==> src/rtl/smi_pkg.sv <==
// rtl/smi_pkg.sv - shared IOC map, control bits and test-pattern LFSR for the SMI write path
package smi_pkg;

    localparam logic [4:0] IOC_MODULE_VERSION = 5'h00;
    localparam logic [4:0] IOC_STATUS         = 5'h01;
    localparam logic [4:0] IOC_CTRL           = 5'h02;
    localparam logic [4:0] IOC_TEST_ERR       = 5'h03;

    localparam logic [7:0] MODULE_VERSION = 8'h01;
    localparam logic [7:0] LFSR_SEED      = 8'h56;

    localparam int CTRL_ENABLE_BIT = 0;
    localparam int CTRL_CLEAR_BIT  = 1;

    // A zero state would lock the LFSR, so it restarts from the seed instead
    function automatic logic [7:0] lfsr_next(input logic [7:0] s);
        logic [7:0] n;
        n = {s[2] ^ s[3], s[7:1]};
        return (n == 8'h00) ? LFSR_SEED : n;
    endfunction

endpackage

==> src/rtl/smi_strobe_sync.sv <==
// rtl/smi_strobe_sync.sv - synchronizes the SMI write strobe/data and emits one pulse per byte
module smi_strobe_sync #(
    parameter int SYNC_STAGES = 2
) (
    input  logic       i_sys_clk,
    input  logic       i_rst,
    input  logic       i_swe,
    input  logic [7:0] i_data,
    output logic       o_byte_valid,
    output logic [7:0] o_byte
);

    logic [SYNC_STAGES-1:0] swe_pipe;
    logic [7:0]             data_pipe [SYNC_STAGES];
    logic                   swe_d;

    // Data travels through the same depth as the strobe so the byte seen at the edge is the one the RPi held
    always_ff @(posedge i_sys_clk) begin
        if (i_rst) begin
            swe_pipe <= '0;
            swe_d    <= 1'b0;
            for (int i = 0; i < SYNC_STAGES; i++) begin
                data_pipe[i] <= 8'h00;
            end
        end else begin
            swe_pipe     <= {swe_pipe[SYNC_STAGES-2:0], i_swe};
            swe_d        <= swe_pipe[SYNC_STAGES-1];
            data_pipe[0] <= i_data;
            for (int i = 1; i < SYNC_STAGES; i++) begin
                data_pipe[i] <= data_pipe[i-1];
            end
        end
    end

    assign o_byte_valid = swe_pipe[SYNC_STAGES-1] & ~swe_d;
    assign o_byte       = data_pipe[SYNC_STAGES-1];

endmodule

==> src/rtl/smi_write_deser.sv <==
// rtl/smi_write_deser.sv - SMI byte-to-word deserializer with IOC registers; SMI_WR_TEST_EN adds LFSR checking
module smi_write_deser
    import smi_pkg::*;
#(
    parameter int SYNC_STAGES    = 2,
    parameter int TIMEOUT_CYCLES = 1024
) (
    input  logic        i_sys_clk,
    input  logic        i_rst,
    input  logic [4:0]  i_ioc,
    input  logic [7:0]  i_data_in,
    output logic [7:0]  o_data_out,
    input  logic        i_cs,
    input  logic        i_fetch_cmd,
    input  logic        i_load_cmd,
    input  logic        i_smi_swe_srw,
    input  logic [7:0]  i_smi_data_in,
    input  logic        i_smi_test,
    output logic        o_smi_write_req,
    output logic        o_fifo_push,
    output logic [31:0] o_fifo_pushed_data,
    input  logic        i_fifo_full,
    output logic        o_overflow
);

    localparam int CNT_W = $clog2(TIMEOUT_CYCLES + 1);

    logic             byte_valid;
    logic [7:0]       sync_byte;
    logic [1:0]       byte_idx;
    logic [31:0]      word;
    logic             enable;
    logic             timeout_flag;
    logic [CNT_W-1:0] idle_cnt;
    logic             test_mode;
    logic [7:0]       err_cnt;
    logic [7:0]       rd_data;
    logic             ioc_rd;
    logic             ctrl_wr;
    logic             clear_req;
    logic             accept;

    smi_strobe_sync #(
        .SYNC_STAGES (SYNC_STAGES)
    ) u_strobe_sync (
        .i_sys_clk    (i_sys_clk),
        .i_rst        (i_rst),
        .i_swe        (i_smi_swe_srw),
        .i_data       (i_smi_data_in),
        .o_byte_valid (byte_valid),
        .o_byte       (sync_byte)
    );

`ifdef SMI_WR_TEST_EN
    logic [7:0] lfsr;

    assign test_mode = i_smi_test;

    always_ff @(posedge i_sys_clk) begin
        if (i_rst) begin
            lfsr    <= LFSR_SEED;
            err_cnt <= 8'h00;
        end else if (clear_req) begin
            lfsr    <= LFSR_SEED;
            err_cnt <= 8'h00;
        end else if (byte_valid && enable && test_mode) begin
            lfsr <= lfsr_next(lfsr);
            if (sync_byte != lfsr && err_cnt != 8'hFF) begin
                err_cnt <= err_cnt + 8'h01;
            end
        end
    end
`else
    // The test-select pin stays on the port list but is masked off in this build
    assign test_mode = i_smi_test & 1'b0;
    assign err_cnt   = 8'h00;
`endif

    assign ioc_rd          = i_cs & i_fetch_cmd;
    assign ctrl_wr         = i_cs & i_load_cmd & (i_ioc == IOC_CTRL);
    assign clear_req       = ctrl_wr & i_data_in[CTRL_CLEAR_BIT];
    assign accept          = byte_valid & enable & ~test_mode;
    assign o_smi_write_req = enable & ~i_fifo_full;

    always_comb begin
        rd_data = 8'h00;
        case (i_ioc)
            IOC_MODULE_VERSION: rd_data = MODULE_VERSION;
            IOC_STATUS:         rd_data = {5'b0, timeout_flag, i_fifo_full, o_overflow};
            IOC_CTRL:           rd_data = {6'b0, 1'b0, enable};
            IOC_TEST_ERR:       rd_data = err_cnt;
            default:            rd_data = 8'h00;
        endcase
    end

    always_ff @(posedge i_sys_clk) begin
        if (i_rst) begin
            o_data_out         <= 8'h00;
            o_fifo_push        <= 1'b0;
            o_fifo_pushed_data <= 32'h0;
            o_overflow         <= 1'b0;
            byte_idx           <= 2'd0;
            word               <= 32'h0;
            enable             <= 1'b1;
            timeout_flag       <= 1'b0;
            idle_cnt           <= '0;
        end else begin
            o_fifo_push <= 1'b0;

            if (ioc_rd) begin
                o_data_out <= rd_data;
            end
            if (ctrl_wr) begin
                enable <= i_data_in[CTRL_ENABLE_BIT];
            end

            if (accept) begin
                idle_cnt <= '0;
                word[31 - 8*byte_idx -: 8] <= sync_byte;
                byte_idx <= byte_idx + 2'd1;
                if (byte_idx == 2'd3) begin
                    if (i_fifo_full) begin
                        o_overflow <= 1'b1;
                    end else begin
                        o_fifo_push        <= 1'b1;
                        o_fifo_pushed_data <= {word[31:8], sync_byte};
                    end
                end
            end else if (byte_idx == 2'd0) begin
                idle_cnt <= '0;
            end else if (idle_cnt == CNT_W'(TIMEOUT_CYCLES - 1)) begin
                idle_cnt     <= '0;
                byte_idx     <= 2'd0;
                timeout_flag <= 1'b1;
            end else begin
                idle_cnt <= idle_cnt + 1'b1;
            end

            // Issued last so a clear beats an overflow or byte landing in the same cycle
            if (clear_req) begin
                o_overflow   <= 1'b0;
                timeout_flag <= 1'b0;
                byte_idx     <= 2'd0;
                idle_cnt     <= '0;
            end
        end
    end

endmodule

==> config.mk <==
export PLATFORM = sky130hd
export DESIGN_NAME = smi_write_deser
export DESIGN_NICKNAME = d
export VERILOG_FILES = /design/src/rtl/smi_pkg.sv /design/src/rtl/smi_strobe_sync.sv /design/src/rtl/smi_write_deser.sv
export SDC_FILE = /design/constraint.sdc
export NUM_CORES = 1
export LEC_CHECK = 0
export BUFFER_PORTS_ARGS = -buffer_cell sky130_fd_sc_hd__buf_2
export CORE_MARGIN = 2
export CORE_UTILIZATION = 40
export DETAILED_ROUTE_END_ITERATION = 16
export PLACE_DENSITY_LB_ADDON = 0.08
export SYNTH_ARGS = -nofsm -noshare
export SYNTH_HDL_FRONTEND = slang
export SYNTH_SLANG_ARGS = --single-unit
export TNS_END_PERCENT = 1
==> constraint.sdc <==
create_clock -name i_sys_clk -period 1.9 [get_ports i_sys_clk]
set_input_delay 0.38 -clock i_sys_clk [delete_from_list [all_inputs] [get_ports i_sys_clk]]
set_output_delay 0.38 -clock i_sys_clk [all_outputs]
set_load 0.1 [all_outputs]
# ---- After elaboration in Yosys (flattened, before gate mapping)
# Memories as Yosys holds them, arrays and structs flattened.
# Index checks and enable logic that the tools add are counted.
dict set report classes {
  add_sub_neg 4
  mux 11
  reduce_logical 10
  n_shift 2
  eq_ne 5
  bitwise_logic 14
}
# operator n
set ops {}
lappend ops {{8-bit by 34-bit variable shift with 39-bit output, first input constant} 1}
lappend ops {{8-bit by 34-bit variable part select with 39-bit output} 1}
lappend ops {{32-bit negation with 34-bit output} 1}
lappend ops {{32-bit bitwise mux} 1}
lappend ops {{8-bit two-way mux} 2}
lappend ops {{11-bit by 1-bit adder with 11-bit output, second input constant} 1}
lappend ops {{11-bit by 10-bit == test with 1-bit output, second input constant} 1}
lappend ops {{3-bit case mux with 3 select lines} 1}
lappend ops {{3-bit AND reduction} 3}
lappend ops {{1-bit AND} 7}
lappend ops {{2-bit two-way mux} 3}
lappend ops {{5-bit by 5-bit subtractor with 6-bit output, first input constant} 1}
lappend ops {{5-bit by 1-bit == test with 1-bit output, second input constant} 1}
lappend ops {{5-bit by 2-bit == test with 1-bit output, second input constant} 1}
lappend ops {{5-bit zero test} 1}
lappend ops {{1-bit inverter} 5}
lappend ops {{5-bit OR reduction} 1}
lappend ops {{1-bit two-way mux} 4}
lappend ops {{3-bit OR reduction} 1}
lappend ops {{2-bit by 1-bit adder with 2-bit output, second input constant} 1}
lappend ops {{2-bit == test, second input constant} 1}
lappend ops {{2-bit zero test} 1}
lappend ops {{2-bit inequality test, second input constant} 1}
lappend ops {{1-bit bitwise OR} 2}
lappend ops {{other kinds (3)} 3}
dict set report totals {
  in_bits 29
  ramBits 16
  word_cells 58
  memories 1
  output_inout_bits 43
  register_bits 92
}
# name depth width read_ports rd_clocked_by_memory_dff write_ports line
set memory_table {}
lappend memory_table {u_strobe_sync.data_pipe 2 8 2 0 2 smi_strobe_sync.sv:14} ;# logic [7:0] data_pipe [SYNC_STAGES];

# ---- Longest topological paths before layout
dict set report depth {
  ltp_word 5
  mapped_depth 6
  mapped_depth_nobuf 5
}

# ---- Modules after synthesis
# A second synthesis with hierarchy kept.
dict set report hier_totals {
  hier_cells 399
  hier_area_um2 3508.4
}
# module cells_each area_per_inst_um2 seq_area_each_um2 n_inst
set modules_own_cells {}
lappend modules_own_cells {smi_write_deser 351 2925.3 1521.5 1}
lappend modules_own_cells {smi_strobe_sync 48 583.1 380.4 1}

# ---- Worst setup path after synthesis
# OpenSTA, ideal clock, no wires.
dict set report synth_timing {
  kind {input-to-output}
  start {in i_fifo_full}
  end {out o_smi_write_req}
  arrival_time_ns 1.715
  path_buffers 0
  stages 1
  setup_slack_ns -0.195
  required_time_ns 1.520
  cell_sequence {nor2b_1}
}
dict set report synth_between {
  elab_chain_cells 2
}
# element line
set synth_lines {}
lappend synth_lines {{start: declaration} smi_write_deser.sv:22} ;# input logic i_fifo_full,
lappend synth_lines {{1-bit inverter (no line)} -}
lappend synth_lines {{1-bit AND} smi_write_deser.sv:83} ;# assign o_smi_write_req = enable & ~i_fifo_full;
lappend synth_lines {{end: declaration} smi_write_deser.sv:19} ;# output logic o_smi_write_req,
# No other way between the ends.

# ---- Worst setup path after layout
dict set report layout_timing {
  start {reg enable}
  end {out o_smi_write_req}
}
dict set report layout_between {
  elab_chain_cells 1
}
# element line
set layout_lines {}
lappend layout_lines {{start: declaration} smi_write_deser.sv:32} ;# logic enable;
lappend layout_lines {{start signal: assignment} smi_write_deser.sv:114} ;# enable <= i_data_in[CTRL_ENABLE_BIT];
lappend layout_lines {{1-bit AND} smi_write_deser.sv:83}
# No other way between the ends.

==> flow_metrics.tcl <==
set metrics [dict create \
    cts_htree_levels 3 \
    hp-class "primary input to flip-flop" \
    n_antenna_cell 0 \
    clockBufferDepth 2 \
    drv_slew 0 \
    dr.pass1.iters 4 \
    grt_pass1_vias 2380 \
    clock_latency_ns 0.35 \
    holdWs_ns 0.228 \
    end_kind "primary output" \
    slew_headroom 0.460 \
    cts_setup_buffers 0 \
    synth_cells 398 \
    viasPerCell 4.71 \
    dr_total_vias 2645 \
    fmax_mhz 597 \
    root_buffer "clkbuf_8" \
    start_util 0.418 \
    crit_fanout 4 \
    wl_per_cell_um 12.2 \
    cp.required_ns 1.52 \
    gp_congestion 0.737 \
    io_buffers 59 \
    io_pins 72 \
    setup_violations 0 \
    wl_met3_um 252 \
    cap_violations 0 \
    synth_cell_types 37 \
    globalRouteOverflowTotal 0 \
    cts.sinks 95 \
    intPower_w 0.00281 \
    remaining_drc_errors 0 \
    die_h_um 97.1 \
    arrival_ns 1.29 \
    dp_hpwl_um 4510 \
    synth_area_sq_um 3470 \
    die_area_sq_um 9440 \
    netSwitchingFraction 0.229 \
    antenna_found_initial 0 \
    clock-skew-final_ns 0.0113 \
    drt_iter0_drc 121 \
    core_sq_um 8300 \
    period_share 0.881 \
    die_w_um 97.1 \
    wl_met2_um 3110 \
    rsz0062_at_grt "no" \
    synth_ff_type "dfxtp_1" \
    async_flop_share 0 \
    postCtsResizedCells 0 \
    cts_tree "done" \
    nets 486 \
    wl_um 6850 \
    synth.avg_cell_area_sq_um 8.72 \
    wl_met1_um 3400 \
    synth-edff-count 0 \
    pwr-share-comb 0.048 \
    worst_setup_path_start_kind "flip-flop" \
    ys_ff_latch 95 \
    highest-signal-layer "met4" \
    grt_max_degree 80 \
    holdBufCountCts 0 \
    worst_slew_pin_slew_ns 0.809 \
    power_frac_clock 0.395 \
    drive_gt1_frac 0.188 \
    clk_pin_slew_ns 0.09 \
    power.switching_w 0.000834 \
    rows 33 \
    grt_pass1_wl_um 11300 \
    leakage_nw 1.53 \
    power_frac_seq 0.557 \
    tns_ns 0 \
    ir_drop_v 0.000571 \
    grt_use_total 0.148 \
    cts_made_buffers 9 \
    final_hold_viol_count 0 \
    layout_min_cycle_time_ns 1.67 \
    postRouteAntennaNets 0 \
    fillers 869 \
    critPathKind "flip-flop to primary output" \
    yosys_warnings 0 \
    p_per_area_nw_per_um2 904 \
    area_growth_syn_to_layout_pct 16.3 \
    status "complete, no violations" \
    yosysSeqAreaShare 0.548 \
]
-- through the flow --
stage                     instance area (sq um)  power (W)  std cells  setup WS [ns]  utilization
after global placement                     3810    0.00225        546          0.350        0.460
after global routing                       4030    0.00379        562          0.144        0.486
final                                      4030    0.00365        562          0.226        0.486
after floorplan                            3490    0.00221        402          0.265            -
after CTS                                  4030    0.00370        562          0.206        0.486
after detailed placement                   3810    0.00225        546          0.348        0.460
-- state kept, by name (all words and copies together), names as in the netlist, 2 cells and up --
signal,count
word,24
byte_idx,2
idle_cnt,11
o_data_out,3
u_strobe_sync.data_pipe,16
o_fifo_pushed_data,32
u_strobe_sync.swe_pipe,2
-- placed cells by master, fill, tap and decap left out, drive strengths merged, types with 2 or more instances in the layout --
master and n:
ha 5, nor2 23, inv 10, conb 5, dfxtp 95, bufinv 2, a21oi 57, clkbuf 10
xnor2 6, or3 2, clkinv 2, nand2 97, nor2b 21, buf 64, xor2 3, and3b 2
a22oi 2, and2 3, nor3 4, nand3 29
-- cell usage after synthesis (5+ instances only) --
cell type | number | area share
nor2b_1 | 21 | 0.038
nand2_1 | 97 | 0.10
inv_1 | 8 | 0.0087
nand3_1 | 29 | 0.042
nor2_1 | 23 | 0.025
dfxtp_1 | 95 | 0.55
a21oi_1 | 57 | 0.082
ha_1 | 5 | 0.018
buf_2 | 5 | 0.0072
xnor2_1 | 6 | 0.015
buf_4 | 11 | 0.024
clkbuf_1 | 8 | 0.0087
-- metal layers --
layer,up-vias,global-route usage
li1,1403,-
met4,0,0.0520
met5,-,0
met2,43,0.244
met3,8,0.0374
met1,1191,0.189
-- final timing paths --
check	start	end	slack, ns	cells after the start
setup / recovery	enable	o_smi_write_req	0.23	2
hold / removal	i_smi_data_in[6]	u_strobe_sync.data_pipe[0][6]	0.23	2
setup reg to reg	byte_idx[0]	idle_cnt[10]	0.36	4
hold reg to reg	u_strobe_sync.data_pipe[0][2]	u_strobe_sync.data_pipe[0][10]	0.44	1
-- critical path, cell delays in order (launching register included) --
cell,delay [ns]
dfxtp_1,0.39
nor2b_2,0.15
buf_2,0.42
-- kinds of logic (layout without fill, tap and decap cells) --
kind of cell | count (synthesis) | in the layout | share of synthesized area
xor+xnor | 9 | 9 | 0.0227
mux | 1 | 1 | 0.00289
simple gates | 187 | 187 | 0.247
compound gates | 67 | 67 | 0.109
buf+inv | 33 | 88 | 0.0516
other cells | 1 | 5 | 0.00108
fa+ha+maj | 5 | 5 | 0.0180
flops | 95 | 95 | 0.548
-- power groups by stage --
stage	combinational (W)	sequential (W)	clock, W
finish	0.000175	0.00203	0.00144
floorplan	0.000142	0.00207	0
CTS	0.000177	0.00203	0.00149
global route	0.000192	0.00204	0.00156
detailed placement	0.000176	0.00208	0
global placement	0.000174	0.00208	0
-- cell type report --
type                    count  area, sq um  area share
clock buffers              10          128      0.0316
clock inverters             6         91.3      0.0226
inverters                   8         30.0     0.00744
multi-input cells         274         1410       0.349
flip-flops and latches     95         1900       0.471
well taps                 105          131      0.0326
repair buffers             64          345      0.0856
Power figures use the tool's default switching activity.
